File: src/rtl/i2c_slave_if.sv
`default_nettype none
// ============================================================================
//  Module   : i2c_slave_if
//  Purpose  : Bundles the I2C pin levels and the local byte handshake that
//             connect an i2c_slave target to its pads and to local logic.
//  Signals  : scl_in, sda_in  - raw pin levels (asynchronous to ref_clk)
//             sda_oe          - 1 = pull SDA low, 0 = release (open drain)
//             busy, rw        - transaction status of the target
//             rx_data/rx_valid- byte written by the bus master
//             tx_data/tx_req  - byte supplied for a master read
//  Modports : slave  - the target endpoint
//             master - pads plus local logic around the target
//  Revision : 1.0 - initial release
// ============================================================================
interface i2c_slave_if;
    logic       scl_in;
    logic       sda_in;
    logic       sda_oe;
    logic       busy;
    logic       rw;
    logic [7:0] rx_data;
    logic       rx_valid;
    logic [7:0] tx_data;
    logic       tx_req;

    modport slave (
        input  scl_in,
        input  sda_in,
        input  tx_data,
        output sda_oe,
        output busy,
        output rw,
        output rx_data,
        output rx_valid,
        output tx_req
    );

    modport master (
        output scl_in,
        output sda_in,
        output tx_data,
        input  sda_oe,
        input  busy,
        input  rw,
        input  rx_data,
        input  rx_valid,
        input  tx_req
    );
endinterface
`default_nettype wire

File: src/rtl/i2c_slave.sv
`default_nettype none
// ============================================================================
//  Module   : i2c_slave
//  Purpose  : I2C target endpoint. Oversamples SCL/SDA on ref_clk, detects
//             START/STOP, matches a 7-bit address, ACKs every written byte
//             and hands it to local logic, and shifts out bytes fetched from
//             local logic on master reads. Drives SDA open-drain only and
//             never stretches SCL.
//  Ports    : ref_clk - system clock, all logic on its rising edge
//             reset   - asynchronous, active-low reset
//             bus     - i2c_slave_if.slave (pins + local byte handshake)
//  Params   : ADDR       - 7-bit bus address of this target
//             FILTER_LEN - consecutive equal samples needed to accept a
//                          new SCL/SDA level (>= 1)
//  Revision : 1.0 - initial release
// ============================================================================
module i2c_slave #(
    parameter logic [6:0] ADDR       = 7'h42,
    parameter int         FILTER_LEN = 3
) (
    input  logic        ref_clk,
    input  logic        reset,
    i2c_slave_if.slave  bus
);

    localparam int c_CW = (FILTER_LEN > 1) ? $clog2(FILTER_LEN + 1) : 1;
    localparam logic [c_CW-1:0] c_CNT_LAST = c_CW'(FILTER_LEN - 1);

    localparam logic [2:0] c_IDLE      = 3'd0;
    localparam logic [2:0] c_ADDR      = 3'd1;
    localparam logic [2:0] c_ADDR_ACK  = 3'd2;
    localparam logic [2:0] c_WR        = 3'd3;
    localparam logic [2:0] c_WR_ACK    = 3'd4;
    localparam logic [2:0] c_RD        = 3'd5;
    localparam logic [2:0] c_RD_ACK    = 3'd6;
    localparam logic [2:0] c_WAIT_STOP = 3'd7;

    // ------------------------------------------------------------------
    // Input path: bit 0 = SCL, bit 1 = SDA. Each line gets a two-flop
    // synchronizer followed by a run-length glitch filter.
    // ------------------------------------------------------------------
    logic [1:0] w_pin;
    logic [1:0] w_filt;

    assign w_pin = {bus.sda_in, bus.scl_in};

    genvar gi;
    generate
        for (gi = 0; gi < 2; gi++) begin : g_line
            logic            r_s1;
            logic            r_s2;
            logic            r_lvl;
            logic [c_CW-1:0] r_cnt;

            always_ff @(posedge ref_clk or negedge reset) begin
                if (!reset) begin
                    r_s1  <= 1'b1;
                    r_s2  <= 1'b1;
                    r_lvl <= 1'b1;
                    r_cnt <= '0;
                end else begin
                    r_s1 <= w_pin[gi];
                    r_s2 <= r_s1;
                    // Any sample back at the current level restarts the run.
                    if (r_s2 == r_lvl) begin
                        r_cnt <= '0;
                    end else if (r_cnt == c_CNT_LAST) begin
                        r_lvl <= r_s2;
                        r_cnt <= '0;
                    end else begin
                        r_cnt <= r_cnt + 1'b1;
                    end
                end
            end

            assign w_filt[gi] = r_lvl;
        end
    endgenerate

    // ------------------------------------------------------------------
    // Edge detection on the filtered levels
    // ------------------------------------------------------------------
    logic r_scl_d;
    logic r_sda_d;

    always_ff @(posedge ref_clk or negedge reset) begin
        if (!reset) begin
            r_scl_d <= 1'b1;
            r_sda_d <= 1'b1;
        end else begin
            r_scl_d <= w_filt[0];
            r_sda_d <= w_filt[1];
        end
    end

    logic w_scl;
    logic w_sda;
    logic w_scl_rise;
    logic w_scl_fall;
    logic w_start;
    logic w_stop;

    assign w_scl      = w_filt[0];
    assign w_sda      = w_filt[1];
    assign w_scl_rise =  w_scl & ~r_scl_d;
    assign w_scl_fall = ~w_scl &  r_scl_d;
    // SDA may only move while SCL is high to signal START/STOP, so the
    // filtered SCL level alone qualifies the SDA edge.
    assign w_start    = ~w_sda &  r_sda_d & w_scl;
    assign w_stop     =  w_sda & ~r_sda_d & w_scl;

    // ------------------------------------------------------------------
    // Protocol state machine
    // ------------------------------------------------------------------
    logic [2:0] r_state;
    logic [3:0] r_bit_cnt;
    logic [7:0] r_shift;
    logic       r_sda_oe;
    logic       r_busy;
    logic       r_rw;
    logic [7:0] r_rx_data;
    logic       r_rx_valid;
    logic       r_tx_req;

    logic [7:0] w_shift_in;
    assign w_shift_in = {r_shift[6:0], w_sda};

    always_ff @(posedge ref_clk or negedge reset) begin
        if (!reset) begin
            r_state    <= c_IDLE;
            r_bit_cnt  <= 4'd0;
            r_shift    <= 8'd0;
            r_sda_oe   <= 1'b0;
            r_busy     <= 1'b0;
            r_rw       <= 1'b0;
            r_rx_data  <= 8'd0;
            r_rx_valid <= 1'b0;
            r_tx_req   <= 1'b0;
        end else begin
            r_rx_valid <= 1'b0;
            r_tx_req   <= 1'b0;

            if (w_stop) begin
                // Any partially shifted byte is simply dropped.
                r_state   <= c_IDLE;
                r_sda_oe  <= 1'b0;
                r_busy    <= 1'b0;
                r_bit_cnt <= 4'd0;
            end else if (w_start) begin
                // Covers both a first START and a repeated START in any state.
                r_state   <= c_ADDR;
                r_sda_oe  <= 1'b0;
                r_busy    <= 1'b0;
                r_bit_cnt <= 4'd0;
            end else begin
                case (r_state)
                    c_IDLE: begin
                    end

                    c_ADDR: begin
                        if (w_scl_rise) begin
                            r_shift <= w_shift_in;
                            if (r_bit_cnt == 4'd7) begin
                                if (w_shift_in[7:1] == ADDR) begin
                                    r_rw      <= w_shift_in[0];
                                    r_busy    <= 1'b1;
                                    r_bit_cnt <= 4'd8;
                                end else begin
                                    r_state   <= c_WAIT_STOP;
                                    r_busy    <= 1'b0;
                                    r_bit_cnt <= 4'd0;
                                end
                            end else begin
                                r_bit_cnt <= r_bit_cnt + 4'd1;
                            end
                        end else if (w_scl_fall && r_bit_cnt == 4'd8) begin
                            // Matched: pull SDA low for the address ACK.
                            r_state   <= c_ADDR_ACK;
                            r_sda_oe  <= 1'b1;
                            r_bit_cnt <= 4'd0;
                        end
                    end

                    c_ADDR_ACK: begin
                        if (w_scl_rise && r_rw) begin
                            // Half an SCL period for local logic to present tx_data.
                            r_tx_req <= 1'b1;
                        end else if (w_scl_fall) begin
                            if (r_rw) begin
                                r_state   <= c_RD;
                                r_shift   <= bus.tx_data;
                                r_sda_oe  <= ~bus.tx_data[7];
                                r_bit_cnt <= 4'd1;
                            end else begin
                                r_state   <= c_WR;
                                r_sda_oe  <= 1'b0;
                                r_bit_cnt <= 4'd0;
                            end
                        end
                    end

                    c_WR: begin
                        if (w_scl_rise && r_bit_cnt != 4'd8) begin
                            r_shift   <= w_shift_in;
                            r_bit_cnt <= r_bit_cnt + 4'd1;
                        end else if (w_scl_fall && r_bit_cnt == 4'd8) begin
                            r_rx_data  <= r_shift;
                            r_rx_valid <= 1'b1;
                            r_sda_oe   <= 1'b1;
                            r_state    <= c_WR_ACK;
                            r_bit_cnt  <= 4'd0;
                        end
                    end

                    c_WR_ACK: begin
                        if (w_scl_fall) begin
                            r_sda_oe <= 1'b0;
                            r_state  <= c_WR;
                        end
                    end

                    c_RD: begin
                        // r_bit_cnt counts bits already placed on the bus.
                        if (w_scl_fall) begin
                            if (r_bit_cnt == 4'd8) begin
                                r_sda_oe  <= 1'b0;
                                r_state   <= c_RD_ACK;
                                r_bit_cnt <= 4'd0;
                            end else begin
                                r_sda_oe  <= ~r_shift[6];
                                r_shift   <= {r_shift[6:0], 1'b0};
                                r_bit_cnt <= r_bit_cnt + 4'd1;
                            end
                        end
                    end

                    c_RD_ACK: begin
                        if (w_scl_rise) begin
                            if (!w_sda) begin
                                r_tx_req <= 1'b1;
                            end else begin
                                r_state  <= c_WAIT_STOP;
                                r_sda_oe <= 1'b0;
                                r_busy   <= 1'b0;
                            end
                        end else if (w_scl_fall) begin
                            // Only reachable after an ACK; a NACK left on the rise.
                            r_state   <= c_RD;
                            r_shift   <= bus.tx_data;
                            r_sda_oe  <= ~bus.tx_data[7];
                            r_bit_cnt <= 4'd1;
                        end
                    end

                    c_WAIT_STOP: begin
                    end

                    default: begin
                        r_state  <= c_IDLE;
                        r_sda_oe <= 1'b0;
                        r_busy   <= 1'b0;
                    end
                endcase
            end
        end
    end

    assign bus.sda_oe   = r_sda_oe;
    assign bus.busy     = r_busy;
    assign bus.rw       = r_rw;
    assign bus.rx_data  = r_rx_data;
    assign bus.rx_valid = r_rx_valid;
    assign bus.tx_req   = r_tx_req;

endmodule
`default_nettype wire

File: src/flat_wrapper.sv
// flat-port wrapper written by rule: the top's interface ports become plain ports
module i2c_slave_flat 
#(
    parameter logic [6:0] ADDR       = 7'h42,
    parameter int         FILTER_LEN = 3
)
  (ref_clk, reset, bus_scl_in, bus_sda_in, bus_tx_data, bus_sda_oe, bus_busy, bus_rw, bus_rx_data, bus_rx_valid, bus_tx_req);
  i2c_slave_if bus_i ();
  input  logic ref_clk;
  input  logic reset;
  input wire logic [$bits(bus_i.scl_in)-1:0] bus_scl_in;
  input wire logic [$bits(bus_i.sda_in)-1:0] bus_sda_in;
  input wire logic [$bits(bus_i.tx_data)-1:0] bus_tx_data;
  output wire logic [$bits(bus_i.sda_oe)-1:0] bus_sda_oe;
  output wire logic [$bits(bus_i.busy)-1:0] bus_busy;
  output wire logic [$bits(bus_i.rw)-1:0] bus_rw;
  output wire logic [$bits(bus_i.rx_data)-1:0] bus_rx_data;
  output wire logic [$bits(bus_i.rx_valid)-1:0] bus_rx_valid;
  output wire logic [$bits(bus_i.tx_req)-1:0] bus_tx_req;
  assign bus_i.scl_in = bus_scl_in;
  assign bus_i.sda_in = bus_sda_in;
  assign bus_i.tx_data = bus_tx_data;
  assign bus_sda_oe = bus_i.sda_oe;
  assign bus_busy = bus_i.busy;
  assign bus_rw = bus_i.rw;
  assign bus_rx_data = bus_i.rx_data;
  assign bus_rx_valid = bus_i.rx_valid;
  assign bus_tx_req = bus_i.tx_req;
  i2c_slave #(.ADDR(ADDR), .FILTER_LEN(FILTER_LEN)) u_core (.ref_clk(ref_clk), .reset(reset), .bus(bus_i));
endmodule
File: config.mk
export PLATFORM = sky130hd
export DESIGN_NAME = i2c_slave_flat
export DESIGN_NICKNAME = d
export VERILOG_FILES = /design/src/rtl/i2c_slave_if.sv /design/src/rtl/i2c_slave.sv /design/src/flat_wrapper.sv
export SDC_FILE = /design/constraint.sdc
export NUM_CORES = 1
export LEC_CHECK = 0
export BUFFER_PORTS_ARGS = -buffer_cell sky130_fd_sc_hd__buf_2
export CAP_MARGIN = 20
export CORE_MARGIN = 2
export CORE_UTILIZATION = 45
export DETAILED_ROUTE_END_ITERATION = 16
export MAX_ROUTING_LAYER = met4
export SLEW_MARGIN = 0
export SYNTH_ARGS = -nofsm -noshare
export SYNTH_HDL_FRONTEND = slang
export SYNTH_SLANG_ARGS = --single-unit
File: constraint.sdc
create_clock -name ref_clk -period 2.7 [get_ports ref_clk]
set_input_delay 0.135 -clock ref_clk [delete_from_list [all_inputs] [get_ports ref_clk]]
set_output_delay 0.135 -clock ref_clk [all_outputs]
set_load 0.005 [all_outputs]
-- Word level (Yosys, flattened, before mapping)
Index checks and enable logic that the tools add are counted.
- bits in registers: 40
- input bits: 12
- output and inout port bits: 13
- logic and storage cells: 177
- add/subtract/negate cells: 3
- equality and inequality tests: 42
- multiplexer cells: 80
- bitwise gates (word level): 17
- reduce and logical (&&, ||, !) cells: 16
- operators with widths (operator ; number):
    8-bit two-way mux ; 9
    4-bit two-way mux ; 13
    3-bit two-way mux ; 17
    4-bit by 1-bit != test with 1-bit output, second input constant ; 10
    8-bit case mux with 5 select lines ; 1
    1-bit two-way mux ; 31
    4-bit case mux with 5 select lines ; 1
    3-bit case mux with 6 select lines ; 1
    13-bit AND reduction ; 1
    2-bit by 1-bit != test with 1-bit output, second input constant ; 6
    4-bit != test, second input constant ; 3
    12-bit AND reduction ; 1
    6-bit AND reduction ; 2
    1-bit NOT ; 11
    5-bit by 1-bit != test with 1-bit output, second input constant ; 2
    5-bit != test, second input constant ; 2
    5-bit AND reduction ; 2
    3-bit equality test, second input constant ; 3
    9-bit AND reduction ; 1
    2-bit two-way mux ; 4
    4-bit by 2-bit != test with 1-bit output, second input constant ; 2
    8-bit nonzero test ; 1
    7-bit equality test, second input constant ; 1
    7-bit nonzero test ; 1
    other kinds (17) ; 32

-- Longest topological paths before layout
- depth in word-level cells: 8
- depth in mapped cells: 9
- mapped depth without buffers: 8

-- Least setup slack after synthesis
OpenSTA, ideal clock, no wires.
- path type: register to register
- start: reg u_core.r_bit_cnt[0]
- end: reg u_core.r_state[0]
- library setup time: 128 ps
- data arrival time: 1916 ps
- setup slack: 657 ps
- cell stages (with the launch flop): 10
- period minus slack after synthesis: 2043 ps
- cells stage by stage: dfrtp_1 > inv_1 > ha_1 > and3b_1 > buf_6 > nor3_2 > o31ai_4 > o41ai_2 > a311oi_2 > mux2_1
- word-level cells in the longest chain between the ends: 4
- ends and longest elaborated chain (element ; line ; source):
    from (decl) ; i2c_slave.sv:116 ; logic [3:0] r_bit_cnt;
    from (signal assigned) ; i2c_slave.sv:174 ; r_bit_cnt <= r_bit_cnt + 4'd1;
    from (signal assigned) ; i2c_slave.sv:205 ; r_bit_cnt <= r_bit_cnt + 4'd1;
    from (signal assigned) ; i2c_slave.sv:232 ; r_bit_cnt <= r_bit_cnt + 4'd1;
    4-bit equality test / 4-bit != test (equally long branches) ; n/a ;
    1-bit logical AND, on equally long branches ; i2c_slave.sv:176, i2c_slave.sv:206, i2c_slave.sv:203 ;
    5-bit by 1-bit != test with 1-bit output (no line), or another cell as far along ; n/a ;
    13-bit AND reduction (no line) * ; n/a ;
    to (signal assigned) ; i2c_slave.sv:178 ; r_state <= c_ADDR_ACK;
    to (signal assigned) ; i2c_slave.sv:210 ; r_state <= c_WR_ACK;
    to (signal assigned) ; i2c_slave.sv:227 ; r_state <= c_RD_ACK;
    to (decl) ; i2c_slave.sv:115 ; logic [2:0] r_state;
Every way passes the cells marked *; elsewhere a longest branch is shown, timed or not.
A chain may end at the register's enable or synchronous reset.

-- Worst setup path in the final report
- start: reg u_core.r_bit_cnt[0]
- end: reg u_core.r_state[2]
The elaborated chain is that of the path after synthesis.

==> results.cfg <==
[floorplan]
die_area_mm2 = 0.005751
std_cell_rows = 26
die_y_um = 75.84
die_w_um = 75.84
ioPinCount = 25
start_util_pct = 46.05
core_mm2 = 0.005042

[synth]
ys_types = 52
synth_compound_area_share_pct = 16.97
synth_top_cells_by_area = dfrtp_1 34%, mux2_2 9.2%, dfstp_2 9.1%, nand2_1 5.5%, a21oi_1 3.7%
synth-xor-area-share_pct = 2.640
yosysTopAreaCell = dfrtp_1
synthAdderAreaFrac_pct = 1.078
yosys.area_share.simple_pct = 18.86
syn_nets = 249
synth_seq_area_share_pct = 43.53
ys_async_sr_fraction_pct = 100.0
synth.area.mux_share_pct = 11.58
netlist_area_mm2 = 0.002322
synth_edf_count = 0
synth.avg_cell_area_um2 = 9.882
netlist_instances = 235
synth_ff_type = dfrtp_1
ys_warn_count = 0
ys_ff_latch = 40
synth_top_family_by_area = simple AND/OR/NAND/NOR gates
post-synth-top-area-fraction_pct = 34.48

[worst_setup_path]
reg2reg_to = u_core.r_state[2]
crit_path_start_kind = register
reg2reg_setup_slack_ns = 0.33
path_class = register to register
r2r-start = u_core.r_bit_cnt[0]
crit_required_ns = 2.88
rr_worst_depth = 8
cp_max_fo = 6
arrival_ns = 2.55
critPathCaptureType = register

[hold_path]
min_path_cells = 4
hold_path_class = input port to register
min-delay-start = bus_tx_data[2]
hold_end = u_core.r_shift[2]

[placed_design]
gp_congestion = 0.9552
io_buffers = 24
hpwl_um = 3445
dp_cells = 319

[sta]
final-hold-violation-count = 0
slew_viol_final = 0
finalClockSkew_ns = 0.006539
fin_setup_tns_ns = 0
whs_ns = 0.1480
max_freq_ghz = 0.4224
timing.final.crit_share_pct = 87.68
rsz0062_at_grt = no
slew_headroom_pct = 40.69
worst_pin_slew_ns = 0.8896
finalCriticalPeriod_ns = 2.367
finalSetupViolCount = 0

[drt]
antenna_left = 0
wl_um = 5074
drtIter0Drc = 111
routed_via_density = 5.497
num_vias = 1814
wl_per_cell_um = 15.38
drt-pass1-iter-count = 4
drc_errors = 0

[grt]
grt_pass1_wl_um = 8328
use_met1_pct = 28.24
grt.met3_usage_pct = 4.365
met2_usage_pct = 29.12
antenna_found_initial = 0
grt_pass1_vias = 1661
grt_start_max_net_pins = 41
top_usage_layer = met2
overflow = 0
grt_use_total_pct = 20.16

[power_and_ir_drop]
power.clock.fraction_pct = 12.3
p_comb_share_pct = 51.5
power.switching_mw = 1.372
swShare_pct = 43.65
power_density_mw_per_mm2 = 1221
ir_drop_mv = 0.5880
power_frac_seq_pct = 36.2
p_int_mw = 1.771
p_total_mw = 3.143
power.leakage_nw = 1.154

[final_layout]
fin_nets = 273
layout.cells.non_filler = 330
final_common_cell = nand2_1
antenna_cells = 0
final_cell_mix = 34 x nand2_1, 32 x dfrtp_1, 24 x buf_2
final_util_pct = 51.04
area_delta_synth_final_pct = 10.83
drive_above_1_share_pct = 27.31

[outcome]
status = finished, final reports clean

[clocking]
cts_buffer_depth = 2
cts.sinks = 40
root_buffer = clkbuf_8
clock_latency_ns = 0.30
clk_pin_slew_ns = 0.08
tritoncts = yes
cts_buffers = 5
htree_levels = 2

[run]
maxCapViolations = 0
-- cell type report --
cell class	count	area (um^2)
fillers	469	2469
multi-input cells	174	1187
flip-flops and latches	40	1011
repair buffers	31	180.2
well taps	70	87.58
clock buffers	7	76.32
inverters	7	26.28
clock inverters	1	5.005
-- Yosys cell counts, types with 2 or more instances --
| master | count |
|---|---|
| ha_1 | 2 |
| buf_6 | 5 |
| mux2_1 | 4 |
| nor3_1 | 7 |
| nand3b_1 | 2 |
| nand2b_1 | 7 |
| dfrtp_1 | 32 |
| a311oi_2 | 2 |
| buf_2 | 6 |
| and3b_1 | 2 |
| o31ai_1 | 2 |
| nand2_1 | 34 |
| nor3b_1 | 3 |
| dfstp_2 | 8 |
| a21oi_1 | 17 |
| a31oi_1 | 2 |
| and2_1 | 2 |
| nor2b_1 | 4 |
| inv_1 | 7 |
| o22ai_1 | 2 |
| nand3_1 | 3 |
| mux2_2 | 19 |
| xnor2_1 | 3 |
| or2b_1 | 2 |
| a32o_1 | 2 |
| clkbuf_1 | 3 |
| o21ai_0 | 10 |
| xor2_1 | 4 |
| nor2_1 | 16 |
-- critical path: stages (launching register included) --
cell and delay [ns]:
dfrtp_1 0.44, inv_1 0.13, ha_1 0.18, and3b_1 0.31
nor3_2 0.10, o31ai_4 0.24, o41ai_2 0.12, a311oi_2 0.36
mux2_1 0.36
-- how the worst max path moves through the flow --
| stage | startpoint | end | slack (ns) | depth (start not counted) |
|---|---|---|---|---|
| 2_1_floorplan | u_core.r_bit_cnt[0] | u_core.r_state[0] | 0.66 | 9 |
| 3_3_place_gp | u_core.r_bit_cnt[0] | u_core.r_state[2] | 0.39 | 8 |
| 3_5_place_dp | u_core.r_bit_cnt[0] | u_core.r_state[0] | 0.34 | 8 |
| 4_1_cts | u_core.r_bit_cnt[0] | u_core.r_state[0] | 0.32 | 8 |
| 5_1_grt | u_core.r_bit_cnt[0] | u_core.r_state[0] | 0.20 | 8 |
| 6_report | u_core.r_bit_cnt[0] | u_core.r_state[2] | 0.33 | 8 |
-- power groups by stage --
| stage | Sequential, mW | Combinational (mW) | Clock, mW |
|---|---|---|---|
| 3_3_place_gp | 1.14 | 1.59 | 0 |
| 3_5_place_dp | 1.15 | 1.60 | 0 |
| 5_1_grt | 1.18 | 1.79 | 0.424 |
| 6_report | 1.14 | 1.62 | 0.387 |
| 2_1_floorplan | 0.968 | 1.46 | 0 |
| 4_1_cts | 1.13 | 1.62 | 0.397 |
-- through the flow --
step	instance area (um^2)	setup WS (ns)
3_5_place_dp	2462	0.3417
5_1_grt	2574	0.1964
6_report	2574	0.3327
3_3_place_gp	2462	0.3877
2_1_floorplan	2322	0.6568
4_1_cts	2574	0.3185
-- registers in the layout, indices dropped and copies added, names as in the netlist, 2 cells and up --
signal               cells
u_core.r_state           3
u_core.g_line.r_s2       2
u_core.g_line.r_lvl      2
u_core.g_line.r_s1       2
u_core.r_bit_cnt         4
u_core.r_shift           8
u_core.g_line.r_cnt      4
u_core.bus.rx_data       8
-- kinds of logic after synthesis --
family / Yosys count
fa+ha+maj: 2
compound gates: 53
mux: 24
xor+xnor: 7
simple gates: 88
buf+inv: 21
flops: 40
-- what timing repair did --
action                                 in CTS  in global routing
endpoints found under the hold margin      27                  0
hold buffers                                3                  0
resized for setup                           0                  0
buffers inserted                            0                  0
-- layer usage --
metal	part of all wire (%)	wire length, um
met1	46	2359
met2	46	2347
met3	5.9	298
met4	1.3	68
met5	0	0
Power figures use the tool's default switching activity.
